===== src/rtl/id_stage.sv =====
// id_stage: RV32I decode stage with a one-entry ID slot, regfile read addressing,
// writeback bypass, load-use stall and a valid/ready ID/EX pipeline register.
module id_stage #(
   parameter logic [31:0] RESET_PC = 32'h0000_0000
) (
   input  logic        clk_i,
   input  logic        rst_ni,
   input  logic        if_valid_i,
   output logic        if_ready_o,
   input  logic [31:0] if_pc_i,
   input  logic [31:0] if_inst_i,
   input  logic        flush_i,
   output logic [31:0] rf_raddr1_o,
   output logic [31:0] rf_raddr2_o,
   input  logic [31:0] rf_rdata1_i,
   input  logic [31:0] rf_rdata2_i,
   input  logic        wb_we_i,
   input  logic [4:0]  wb_waddr_i,
   input  logic [31:0] wb_wdata_i,
   input  logic        ex_ready_i,
   output logic        ex_valid_o,
   output logic [31:0] ex_pc_o,
   output logic [6:0]  ex_opcode_o,
   output logic [2:0]  ex_funct3_o,
   output logic        ex_funct7b5_o,
   output logic [4:0]  ex_rs1_o,
   output logic [4:0]  ex_rs2_o,
   output logic [31:0] ex_rs1_data_o,
   output logic [31:0] ex_rs2_data_o,
   output logic [31:0] ex_imm_o,
   output logic [4:0]  ex_rd_o,
   output logic        ex_rd_we_o,
   output logic        ex_is_load_o,
   output logic        ex_illegal_o
);
   localparam logic [6:0] OP_LUI    = 7'b0110111;
   localparam logic [6:0] OP_AUIPC  = 7'b0010111;
   localparam logic [6:0] OP_JAL    = 7'b1101111;
   localparam logic [6:0] OP_JALR   = 7'b1100111;
   localparam logic [6:0] OP_BRANCH = 7'b1100011;
   localparam logic [6:0] OP_LOAD   = 7'b0000011;
   localparam logic [6:0] OP_STORE  = 7'b0100011;
   localparam logic [6:0] OP_IMM    = 7'b0010011;
   localparam logic [6:0] OP_OP     = 7'b0110011;
   localparam logic [6:0] OP_FENCE  = 7'b0001111;
   localparam logic [6:0] OP_SYSTEM = 7'b1110011;

   logic        slot_valid;
   logic [31:0] slot_pc, slot_inst;
   logic [6:0]  opcode;
   logic [4:0]  rs1, rs2, rd;
   logic [2:0]  funct3;
   logic        i_type, s_type, b_type, u_type, j_type, legal, uses_rs1, uses_rs2, rd_we;
   logic [31:0] imm, rs1_data, rs2_data;
   logic        hazard, ex_load, id_fire, if_take;

   assign opcode = slot_inst[6:0];
   assign rd     = slot_inst[11:7];
   assign funct3 = slot_inst[14:12];
   assign rs1    = slot_inst[19:15];
   assign rs2    = slot_inst[24:20];

   always_comb begin
      i_type   = opcode inside {OP_JALR, OP_LOAD, OP_IMM, OP_SYSTEM};
      s_type   = opcode == OP_STORE;
      b_type   = opcode == OP_BRANCH;
      u_type   = opcode inside {OP_LUI, OP_AUIPC};
      j_type   = opcode == OP_JAL;
      legal    = i_type || s_type || b_type || u_type || j_type || opcode inside {OP_OP, OP_FENCE};
      uses_rs1 = !(u_type || j_type);
      uses_rs2 = opcode inside {OP_OP, OP_STORE, OP_BRANCH};
      rd_we    = rd != 5'd0 && (u_type || j_type || opcode inside {OP_JALR, OP_LOAD, OP_IMM, OP_OP});
      imm      = i_type ? {{20{slot_inst[31]}}, slot_inst[31:20]} :
                 s_type ? {{20{slot_inst[31]}}, slot_inst[31:25], slot_inst[11:7]} :
                 b_type ? {{19{slot_inst[31]}}, slot_inst[31], slot_inst[7], slot_inst[30:25], slot_inst[11:8], 1'b0} :
                 u_type ? {slot_inst[31:12], 12'b0} :
                 j_type ? {{11{slot_inst[31]}}, slot_inst[31], slot_inst[19:12], slot_inst[20], slot_inst[30:21], 1'b0} :
                 32'b0;
   end

   // Addresses follow the incoming beat so read data lines up with the slot next cycle
   always_comb begin
      hazard      = slot_valid && ex_valid_o && ex_is_load_o && ex_rd_o != 5'd0 &&
                    ((uses_rs1 && rs1 == ex_rd_o) || (uses_rs2 && rs2 == ex_rd_o));
      ex_load     = !ex_valid_o || ex_ready_i;
      id_fire     = slot_valid && !hazard && ex_load;
      if_ready_o  = flush_i || !slot_valid || id_fire;
      if_take     = if_valid_i && if_ready_o;
      rf_raddr1_o = {27'b0, if_take ? if_inst_i[19:15] : rs1};
      rf_raddr2_o = {27'b0, if_take ? if_inst_i[24:20] : rs2};
      rs1_data    = rs1 == 5'd0 ? 32'b0 : (wb_we_i && wb_waddr_i == rs1) ? wb_wdata_i : rf_rdata1_i;
      rs2_data    = rs2 == 5'd0 ? 32'b0 : (wb_we_i && wb_waddr_i == rs2) ? wb_wdata_i : rf_rdata2_i;
   end

   always_ff @(posedge clk_i or negedge rst_ni) begin
      if (!rst_ni) begin
         slot_valid <= 1'b0;
         slot_pc    <= RESET_PC;
         slot_inst  <= 32'b0;
      end else if (flush_i) begin
         slot_valid <= 1'b0;
      end else if (if_ready_o) begin
         slot_valid <= if_valid_i;
         if (if_valid_i) begin
            slot_pc   <= if_pc_i;
            slot_inst <= if_inst_i;
         end
      end
   end

   always_ff @(posedge clk_i or negedge rst_ni) begin
      if (!rst_ni) begin
         ex_valid_o    <= 1'b0;
         ex_pc_o       <= RESET_PC;
         ex_opcode_o   <= 7'b0;
         ex_funct3_o   <= 3'b0;
         ex_funct7b5_o <= 1'b0;
         ex_rs1_o      <= 5'b0;
         ex_rs2_o      <= 5'b0;
         ex_rs1_data_o <= 32'b0;
         ex_rs2_data_o <= 32'b0;
         ex_imm_o      <= 32'b0;
         ex_rd_o       <= 5'b0;
         ex_rd_we_o    <= 1'b0;
         ex_is_load_o  <= 1'b0;
         ex_illegal_o  <= 1'b0;
      end else if (flush_i) begin
         ex_valid_o <= 1'b0;
      end else if (ex_load) begin
         ex_valid_o <= slot_valid && !hazard;
         if (id_fire) begin
            ex_pc_o       <= slot_pc;
            ex_opcode_o   <= opcode;
            ex_funct3_o   <= funct3;
            ex_funct7b5_o <= slot_inst[30];
            ex_rs1_o      <= rs1;
            ex_rs2_o      <= rs2;
            ex_rs1_data_o <= rs1_data;
            ex_rs2_data_o <= rs2_data;
            ex_imm_o      <= imm;
            ex_rd_o       <= rd;
            ex_rd_we_o    <= rd_we;
            ex_is_load_o  <= opcode == OP_LOAD;
            ex_illegal_o  <= !legal;
         end
      end
   end
endmodule


===== config.mk =====
export PLATFORM = sky130hd
export DESIGN_NAME = id_stage
export DESIGN_NICKNAME = d
export VERILOG_FILES = /design/src/rtl/id_stage.sv
export SDC_FILE = /design/constraint.sdc
export NUM_CORES = 1
export LEC_CHECK = 0
export ABC_AREA = 1
export CAP_MARGIN = 10
export CORE_MARGIN = 10
export CORE_UTILIZATION = 45
export CTS_CLUSTER_SIZE = 20
export DETAILED_ROUTE_END_ITERATION = 6
export PLACE_DENSITY_LB_ADDON = 0.25
export RECOVER_POWER = 25
export SYNTH_ARGS = -nofsm -noshare
export SYNTH_HDL_FRONTEND = slang
export SYNTH_SLANG_ARGS = --single-unit

===== constraint.sdc =====
create_clock -name clk_i -period 3.1 [get_ports clk_i]
set_input_delay 0.31 -clock clk_i [delete_from_list [all_inputs] [get_ports clk_i]]
set_output_delay 0.31 -clock clk_i [all_outputs]
set_load 0.01 [all_outputs]

==> results.sh, run 1 <==
export IMPL_syn2layout_area_growth_pct=41.1
export IMPL_power_frac_seq_pct=40.0
export IMPL_clock_sinks=223
export IMPL_ys_warn_count=0
export IMPL_overflow=0
export IMPL_layout_common_cells="nand2_1 (426), clkdlybuf4s50_1 (327), dfrtp_1 (221)"
export IMPL_antenna_found_initial=1
export IMPL_die_area_sq_um=30900
export IMPL_power_frac_clock_pct=34.0
export IMPL_fin_setup_tns_ns=0
export IMPL_track_usage_pct=23.7
export IMPL_r2r_slack_ns=0.42
export IMPL_synth_largest_area_cell="dfrtp_1"
export IMPL_grt_pass1_vias=10076
export IMPL_die_h_microns=176
export IMPL_max_cap_violations=1
export IMPL_drive_gt1_share_pct=5.85
export IMPL_finalHoldViolCount=0
export IMPL_finalCritPeriodShare_pct=92.6
export IMPL_via_per_inst=5.11
export IMPL_vias=10286
export IMPL_grt_max_degree=89
export IMPL_fin_skew_ns=0.00831
export IMPL_worst_pin_slew_ns=2.25
export IMPL_drc=0
export IMPL_drtIter0Drc=1001
export IMPL_synth_ff_latch_count=223
export IMPL_max_slew_margin_pct=-49.8
export IMPL_slew_violations=89
export IMPL_timing_fmax_mhz=348
export IMPL_post_route_min_period_ns=2.87
export IMPL_numCtsBuffers=26
export IMPL_layout_commonest_cell="nand2_1"
export IMPL_htreeDepth=1
export IMPL_first_pass_iters=5
export IMPL_crit_path_start_kind="flip-flop"
export IMPL_syn_area_sq_um=10900
export IMPL_crit_fanout=8
export IMPL_cp_end_kind="output pin"
export IMPL_combPwrFrac_pct=26.0
export IMPL_layout_nets=1845
export IMPL_setup_worst_path_start="slot_inst[6]"
export IMPL_clkTransAtPathRegs_ns=0.06
export IMPL_final_antenna_net_count=0
export IMPL_core_region_area_sq_um=23700
export IMPL_routedWlPerCell_microns=19.0
export IMPL_yosysTopAreaCellShare_pct=51.1
export IMPL_cp_endpoint="rf_raddr1_o[2]"
export IMPL_grt_setup_unrepaired="false"
export IMPL_power_leakage_nw=7.56
export IMPL_die_w_microns=176
export IMPL_ir_worst_vdd_v=0.000477
export IMPL_setup_viol=0
export IMPL_syn_area_per_cell_sq_um=8.08
export IMPL_place_congestion=0.892
export IMPL_required_ns=2.79
export IMPL_synth_area_top_cells="dfrtp_1 (51%), nand2_1 (15%), o21ai_1 (7.1%)"
export IMPL_status="complete, but fails checks"
export IMPL_cts_tree="built"
export IMPL_violations="max-capacitance violations, max-slew violations"
export IMPL_p_int_mw=6.54
export IMPL_synth_yosys_seq_area_share_pct=51.1
export IMPL_power_density_nw_per_um2=601
export IMPL_numPortBuffers=339
export IMPL_clk_latency_ns=0.53
export IMPL_rows=56
export IMPL_postRouteWirelength_microns=38300
export IMPL_crit_arrival_ns=2.56
export IMPL_switching_power_mw=2.73
export IMPL_reg2reg_depth=15
export IMPL_r2r_start="slot_inst[6]"
export IMPL_critPathKind="reg2out"
export IMPL_dp_hpwl_microns=28400
export IMPL_clockBufferDepth=3
export IMPL_dpl_worst_slack_ns=0.283
export IMPL_grt_first_pass_wirelength_microns=58600
export IMPL_initial_core_util_pct=46.1
export IMPL_cts_root_buffer_cell="clkbuf_16"
export IMPL_setup_ws_ns=0.228
export IMPL_yosys_cell_types_count=31
export IMPL_synthCells=1352
export IMPL_io_pins=394
export IMPL_r2r_end="slot_pc[5]"
export IMPL_switching_share_pct=29.4
export IMPL_min_path_type="in2reg"
cell type report:
cell class                 count  area [sq um]
fill                        2056          8270
sequential                   223          5580
multi-input combinational    903          4190
timing repair buffer         376          3810
clock buffer                  41           808
inverter                     144           541
tap                          319           399
clock inverter                 5          78.8
antenna                        1          2.50
metrics by stage:
| stage | cell area (sq um) | util [%] | total power, mW | hold WS [ns] | std cells |
|---|---|---|---|---|---|
| 2_1_floorplan | 11100 | - | 4.73 | 0.0144 | 1405 |
| 6_report | 15400 | 65.1 | 9.27 | 0.330 | 2012 |
| 5_1_grt | 15400 | 65.1 | 9.72 | 0.343 | 2011 |
| 4_1_cts | 15400 | 64.9 | 9.35 | 0.321 | 2008 |
| 3_3_place_gp | 14400 | 60.7 | 6.11 | 0.376 | 1954 |
| 3_5_place_dp | 14400 | 60.7 | 6.16 | 0.383 | 1954 |
synthesized netlist by cell type, drive strengths merged:
master / instances
a21oi: 4
and3: 13
o221ai: 1
nor3: 4
o21a: 5
a32oi: 1
conb: 1
o22ai: 4
nand2: 433
nand4: 4
nor2: 39
a31oi: 2
o21ai: 174
dfrtp: 223
nand3: 97
o211ai: 66
buf: 85
inv: 144
a41o: 1
xor2: 1
clkbuf: 50
per-layer routing:
layer  up-vias  global-route usage (%)  share of wire, %
li1       4891                       -                 -
met1      4858                    29.6                40
met2       462                    38.6                47
met3        75                    6.88               9.8
met4         0                    8.16               3.4
met5         -                       0                 0
cells by family (layout without fill, tap and decap cells):
group / Yosys count / count (layout) / share of synthesized area [%]
compound gates: 258 / 258 / 13.6
flops: 223 / 223 / 51.1
other cells: 1 / 55 / 0.0343
simple gates: 590 / 590 / 22.2
buf+inv: 279 / 566 / 12.9
xor+xnor: 1 / 1 / 0.0802
power by group through the flow:
stage	Clock, mW	Combinational [mW]	Sequential (mW)
after floorplan	0	0.860	3.87
after global placement	0	2.37	3.73
after detailed placement	0	2.41	3.75
after CTS	3.20	2.44	3.71
after global routing	3.31	2.64	3.77
final	3.15	2.41	3.71
repair_timing:
| action | in CTS | in global routing |
|---|---|---|
| cloned | 1 | 0 |
| hold endpoints to repair | 84 | 0 |
| pin swaps | 0 | 1 |
| setup buffers | 6 | 3 |
| hold buffers | 1 | 0 |
| endpoints found under the setup margin | 11 | 8 |
| resized for setup | 13 | 10 |
critical path: stages (launching register included):
cell,delay (ns)
dfrtp_1,0.41
nand2_1,0.14
nor2_4,0.14
nand2_2,0.12
nand2_4,0.13
inv_2,0.06
nand3_2,0.06
nand2_1,0.06
nand2_2,0.09
nand2_1,0.09
nand2_4,0.12
buf_4,0.14
buf_4,0.10
nand3_1,0.07
nand2_1,0.11
dlymetal6s2s_1,0.19
worst min-delay path by stage:
stage	start	end	slack, ns	cells after the start
3_3_place_gp	rst_ni	ex_rs2_data_o[2]	0.38	1
2_1_floorplan	rst_ni	ex_funct3_o[0]	0.01	0
3_5_place_dp	rst_ni	ex_rs2_data_o[2]	0.38	1
4_1_cts	if_pc_i[18]	slot_pc[18]	0.32	3
6_report	if_pc_i[18]	slot_pc[18]	0.33	3
5_1_grt	if_pc_i[4]	slot_pc[4]	0.34	3
sequential cells by signal (all words and copies together) (netlist names), 3 cells and up:
register       cells
ex_opcode_o        7
ex_rs1_o           5
ex_pc_o           32
ex_rs2_o           5
ex_rd_o            5
ex_imm_o          32
ex_rs2_data_o     32
slot_inst         32
ex_funct3_o        3
slot_pc           32
ex_rs1_data_o     32
Note: power is estimated with default switching activity, not from simulation.
==> run 2: changes to the inputs <==
--- a/config.mk
+++ b/config.mk
@@ -7,7 +7,6 @@
 export LEC_CHECK = 0
 export ABC_AREA = 1
 export CAP_MARGIN = 10
-export CORE_MARGIN = 10
 export CORE_UTILIZATION = 45
 export CTS_CLUSTER_SIZE = 20
 export DETAILED_ROUTE_END_ITERATION = 6
==> run 2 against run 1 <==
Compared with the run above: the flow still finishes with violations (max-capacitance violations, max-slew violations); die area down 19%; power down 1.6%; flip-flop and latch count unchanged; core utilization about the same; register-to-register slack better by 0.24 ns; combinational power down 2%; global-route usage up 2.6 points; cell count down 0.15%; via count down 3.1%; worst setup slack worse by 0.092 ns; critical path type unchanged; highest routed layer unchanged.
==> results.sh, run 2 (same netlist as run 1, synthesis figures left out) <==
export IMPL_cts_root_buffer_cell="clkbuf_16"
export IMPL_htreeDepth=1
export IMPL_dpl_worst_slack_ns=0.321
export IMPL_drc=0
export IMPL_top_layer="met4"
export IMPL_fillers=2039
export IMPL_via_per_inst=4.96
export IMPL_holdWs_ns=0.340
export IMPL_initial_core_util_pct=46.3
export IMPL_grt_pass1_vias=9408
export IMPL_cpLargestDelayFamily="buffers and inverters"
export IMPL_vias=9966
export IMPL_routedWlPerCell_microns=16.7
export IMPL_multi_input_area_sq_um=4210
export IMPL_layout_commonest_cell="nand2_1"
export IMPL_met1_length_microns=13700
export IMPL_post_route_min_period_ns=2.96
export IMPL_die_w_microns=158
export IMPL_met3_length_microns=3160
export IMPL_clk_latency_ns=0.52
export IMPL_met2_length_microns=16000
export IMPL_hold_depth=3
export IMPL_dp_hpwl_microns=24200
export IMPL_drtIter0Drc=823
export IMPL_finalCritPeriodShare_pct=95.6
export IMPL_antenna_cells=0
export IMPL_clock_sinks=223
export IMPL_setup_viol=0
export IMPL_clockBufferDepth=3
export IMPL_min_path_type="in2reg"
export IMPL_grt_first_pass_wirelength_microns=51100
export IMPL_numPortBuffers=339
export IMPL_layout_common_cells="nand2_1 (425), clkdlybuf4s50_1 (328), dfrtp_1 (221)"
export IMPL_place_congestion=0.901
export IMPL_cp_slowest_stage_delay_ns=0.50
export IMPL_crit_path_start_kind="flip-flop"
export IMPL_io_pins=394
export IMPL_cp_depth=11
export IMPL_status="complete, but fails checks"
export IMPL_antenna_found_initial=0
export IMPL_worst_pin_slew_ns=2.05
export IMPL_numCtsBuffers=25
export IMPL_power_leakage_nw=7.52
export IMPL_violations="max-capacitance violations, max-slew violations"
export IMPL_power_density_nw_per_um2=593
export IMPL_cts_tree="built"
export IMPL_seqCellArea_sq_um=5580
export IMPL_crit_top_cell="nand2_1"
export IMPL_fin_setup_tns_ns=0
export IMPL_syn2layout_area_growth_pct=40.7
export IMPL_track_usage_pct=26.4
export IMPL_required_ns=2.79
export IMPL_power_mw=9.12
export IMPL_finalHoldViolCount=0
export IMPL_die_area_sq_um=24900
export IMPL_max_cap_violations=1
export IMPL_first_pass_iters=6
export IMPL_dp_cells=1951
export IMPL_slew_violations=77
export IMPL_layout_nets=1842
export IMPL_max_slew_margin_pct=-36.7
export IMPL_crit_arrival_ns=2.65
export IMPL_critPathKind="reg2out"
export IMPL_overflow=0
export IMPL_cp_buffers_inverters=3
export IMPL_fin_cells=2009
export IMPL_rows=56
export IMPL_postRouteWirelength_microns=33600
export IMPL_clkTransAtPathRegs_ns=0.06
export IMPL_final_antenna_net_count=0
export IMPL_cp_end_kind="output pin"
export IMPL_reg2reg_depth=14
export IMPL_fin_skew_ns=0.0287
export IMPL_core_region_area_sq_um=23600
export IMPL_setup_ws_ns=0.137
export IMPL_grt_max_degree=112
export IMPL_path_cells="buf_4 -> nor2_1 -> o21ai_0 -> nor2_1 -> nand2_1 -> nand2_1 -> nand2_2 -> nand2_1 -> nand2_4 -> buf_12 -> clkdlybuf4s50_1"
export IMPL_timing_fmax_mhz=337
export IMPL_crit_fanout=11
export IMPL_die_h_microns=158
export IMPL_ir_worst_vdd_v=0.000395
export IMPL_drive_gt1_share_pct=6.04
export IMPL_critPathSlowestCell="clkdlybuf4s50_1"
## run 2: routing by layer
metal,track usage (%),vias to the layer above
li1,-,4886
met1,34.0,4611
met2,43.8,425
met3,6.60,44
met4,7.40,0
met5,0,-
## run 2: layout make-up
cell class,instances,area share [%]
clock inverters,9,0.692
repair buffers,374,24.5
clock buffers,37,4.95
well taps,319,2.60
inverters,144,3.52
multi-input cells,903,27.4
flip-flops and latches,223,36.3
## run 2: what timing repair did
item / in CTS / in global routing
setup endpoints to repair: 11 / 6
buffers inserted: 3 / 7
pin swaps: 2 / 1
cloned: 0 / 1
resized for setup: 16 / 13
hold endpoints to repair: 75 / 0
hold buffers: 1 / 0
## run 2: path summary, 6_finish.rpt
kind | from | endpoint | slack, ns
max in group asynchronous | rst_ni | slot_inst[6] | 0.64
worst min register to register | slot_pc[31] | slot_pc[31] | 0.47
worst max register to register | slot_inst[6] | slot_inst[2] | 0.66
min in group asynchronous | rst_ni | ex_imm_o[11] | 0.88
worst min-delay path | if_pc_i[1] | slot_pc[1] | 0.34
worst max-delay path | slot_inst[6] | if_ready_o | 0.14
## run 2: metrics by stage
step | utilization (%) | area, sq um
after floorplan | - | 11100
after global placement | 60.7 | 14300
after detailed placement | 60.7 | 14300
after CTS | 64.7 | 15300
after global routing | 65.1 | 15400
final | 65.1 | 15400
## run 2: worst register-to-register path, delay by kind of cell, from the launching register on
kind            cells  cell delay, ns
simple gates       10            1.00
buf+inv             3            0.77
flops               1            0.45
compound gates      1            0.14
## run 2: where the power goes
| group | switching (mW) | internal [mW] |
|---|---|---|
| clock network | 1.19 | 1.86 |
| logic | 1.15 | 1.20 |
| registers | 0.322 | 3.39 |
| total | 2.66 | 6.46 |
==> run 3: changes to the inputs <==
--- a/config.mk
+++ b/config.mk
@@ -6,12 +6,14 @@
 export NUM_CORES = 1
 export LEC_CHECK = 0
 export ABC_AREA = 1
-export CAP_MARGIN = 10
+export CAP_MARGIN = 0
 export CORE_UTILIZATION = 45
 export CTS_CLUSTER_SIZE = 20
 export DETAILED_ROUTE_END_ITERATION = 6
+export DONT_BUFFER_PORTS = 1
 export PLACE_DENSITY_LB_ADDON = 0.25
 export RECOVER_POWER = 25
+export SLEW_MARGIN = 15
 export SYNTH_ARGS = -nofsm -noshare
 export SYNTH_HDL_FRONTEND = slang
 export SYNTH_SLANG_ARGS = --single-unit
==> run 3 against run 2 <==
Compared with the run above: the flow finishes with violations (negative hold slack); hold slack got worse by 0.87 ns; flip-flop and latch count did not move; global-route usage shrank 1.1 points; design area shrank 17%; sequential share of layout area is 7.7 points higher; critical path depth is 2 higher; core utilization down 11 points; fmax is 1.5% higher; worst setup slack improved by 0.044 ns; clock-buffer cell count rose by 1; critical path type unchanged.
==> results.sh, run 3 (same netlist as run 1, synthesis figures left out) <==
export IMPL_reg2reg_depth=13
export IMPL_overflow=0
export IMPL_power_frac_seq_pct=48.2
export IMPL_critPathKind="reg2out"
export IMPL_cts_tree="built"
export IMPL_drtIter0Drc=852
export IMPL_rows=56
export IMPL_max_cap_violations=0
export IMPL_htreeDepth=1
export IMPL_clock_sinks=223
export IMPL_drive_gt1_share_pct=5.74
export IMPL_status="complete, but fails checks"
export IMPL_first_pass_iters=5
export IMPL_ir_worst_vdd_v=0.000560
export IMPL_setup_viol=0
export IMPL_place_congestion=0.844
export IMPL_layout_common_cells="nand2_1 (427), dfrtp_1 (223), o21ai_1 (156)"
export IMPL_track_usage_pct=25.2
export IMPL_slew_violations=0
export IMPL_grt_pass1_vias=8535
export IMPL_max_slew_margin_pct=48.9
export IMPL_r2r_start="slot_inst[0]"
export IMPL_postRouteWirelength_microns=32500
export IMPL_setup_worst_path_start="slot_inst[4]"
export IMPL_crit_path_start_kind="flip-flop"
export IMPL_final_antenna_net_count=0
export IMPL_grt_first_pass_wirelength_microns=48600
export IMPL_layout_nets=1579
export IMPL_antenna_cells=0
export IMPL_core_region_area_sq_um=23600
export IMPL_switching_power_mw=2.52
export IMPL_crit_fanout=19
export IMPL_p_int_mw=5.82
export IMPL_clk_latency_ns=0.54
export IMPL_drc=0
export IMPL_switching_share_pct=30.2
export IMPL_violations="negative hold slack"
export IMPL_finalCritPeriodShare_pct=94.2
export IMPL_syn2layout_area_growth_pct=16.2
export IMPL_die_w_microns=158
export IMPL_crit_arrival_ns=2.61
export IMPL_post_route_min_period_ns=2.92
export IMPL_combPwrFrac_pct=13.0
export IMPL_die_h_microns=158
export IMPL_worst_pin_slew_ns=0.767
export IMPL_clkTransAtPathRegs_ns=0.06
export IMPL_numPortBuffers=0
export IMPL_routedWlPerCell_microns=18.6
export IMPL_holdWs_ns=-0.533
export IMPL_antenna_found_initial=0
export IMPL_cts_hold_buffers=89
export IMPL_cp_end_kind="output pin"
export IMPL_vias=9166
export IMPL_die_area_sq_um=24900
export IMPL_io_pins=394
export IMPL_cts_root_buffer_cell="clkbuf_16"
export IMPL_timing_fmax_mhz=343
export IMPL_dp_hpwl_microns=21500
export IMPL_power_leakage_nw=6.45
export IMPL_initial_core_util_pct=46.3
export IMPL_layout_commonest_cell="nand2_1"
export IMPL_power_density_nw_per_um2=657
export IMPL_finalHoldViolCount=223
export IMPL_numCtsBuffers=26
export IMPL_post_route_util_pct=53.7
export IMPL_fin_skew_ns=0.0175
export IMPL_min_path_type="in2async"
export IMPL_grt_max_degree=224
export IMPL_power_frac_clock_pct=38.8
export IMPL_required_ns=2.79
export IMPL_via_per_inst=5.25
export IMPL_clockBufferDepth=3
## run 3: cell types whose count changed in the layout (fill, tap and decap cells not counted), sizes merged
cell | previous run | this run
clkinv | 3 | 5
buf | 33 | 21
dlygate4sd3 | 1 | 89
clkbuf | 39 | 38
clkdlybuf4s50 | 328 | 0
clkinvlp | 3 | 1
dlymetal6s2s | 6 | 0
dlygate4sd2 | 4 | 0
bufinv | 2 | 3
## run 3: cell type report
class,instances,area (sq um)
fill,2233,10900
inverter,144,541
multi-input combinational,903,4170
timing repair buffer,110,1080
clock inverter,10,143
tap,319,399
sequential,223,5580
clock buffer,38,776
## run 3: critical path: stages, from the launching register on
cell and delay, ns:
dfrtp_1 0.44, inv_2 0.08, nor2_1 0.22, nand3_4 0.21, nand2_4 0.16, inv_2 0.07
nand3_2 0.06, nand2_1 0.06, nand2_2 0.08, nand2_1 0.09, nand2_4 0.16, buf_6 0.20
nand3_1 0.09, nand2_1 0.13
## run 3: power by group through the flow
stage          Sequential [mW]  Clock [mW]  Combinational [mW]
6_report                  4.02        3.23                1.08
5_1_grt                   4.08        3.42                1.25
4_1_cts                   4.02        3.30                1.08
3_5_place_dp              4.06           0               0.976
3_3_place_gp              4.06           0               0.940
2_1_floorplan             3.87           0               0.860
## run 3: path summary, 6_finish.rpt
kind                                     to  slack [ns]
max                          rf_raddr2_o[1]        0.18
min                            ex_imm_o[11]       -0.53
max reg2reg                   slot_inst[25]        0.61
min reg2reg                      slot_pc[2]        0.47
max in group asynchronous      ex_imm_o[14]        2.99
min in group clk_i         ex_rs2_data_o[1]        0.01
## run 3: metal layers
metal / track usage (%) / share of wire (%) / vias to the layer above
met3: 7.14 / 10 / 46
met2: 41.7 / 48 / 434
met5: 0 / 0 / -
li1: - / - / 4362
met4: 6.43 / 2.0 / 0
met1: 32.5 / 40 / 4324
## run 3: metrics by stage
step / area [sq um] / worst slack, ns / instances / power [mW] / TNS, ns
floorplan: 11100 / 1.07 / 1405 / 4.73 / 0
global placement: 10800 / 0.588 / 1606 / 5.00 / 0
detailed placement: 10800 / 0.529 / 1606 / 5.04 / 0
CTS: 12600 / 0.0468 / 1743 / 8.39 / 0
global route: 12700 / -0.0106 / 1747 / 8.75 / -0.0106
finish: 12700 / 0.181 / 1747 / 8.33 / 0
## run 3: repair_timing
item / CTS / global route
endpoints found under the setup margin: 8 / 10
setup buffers: 0 / 4
endpoints found under the hold margin: 316 / 223
gates resized for setup: 1 / 5
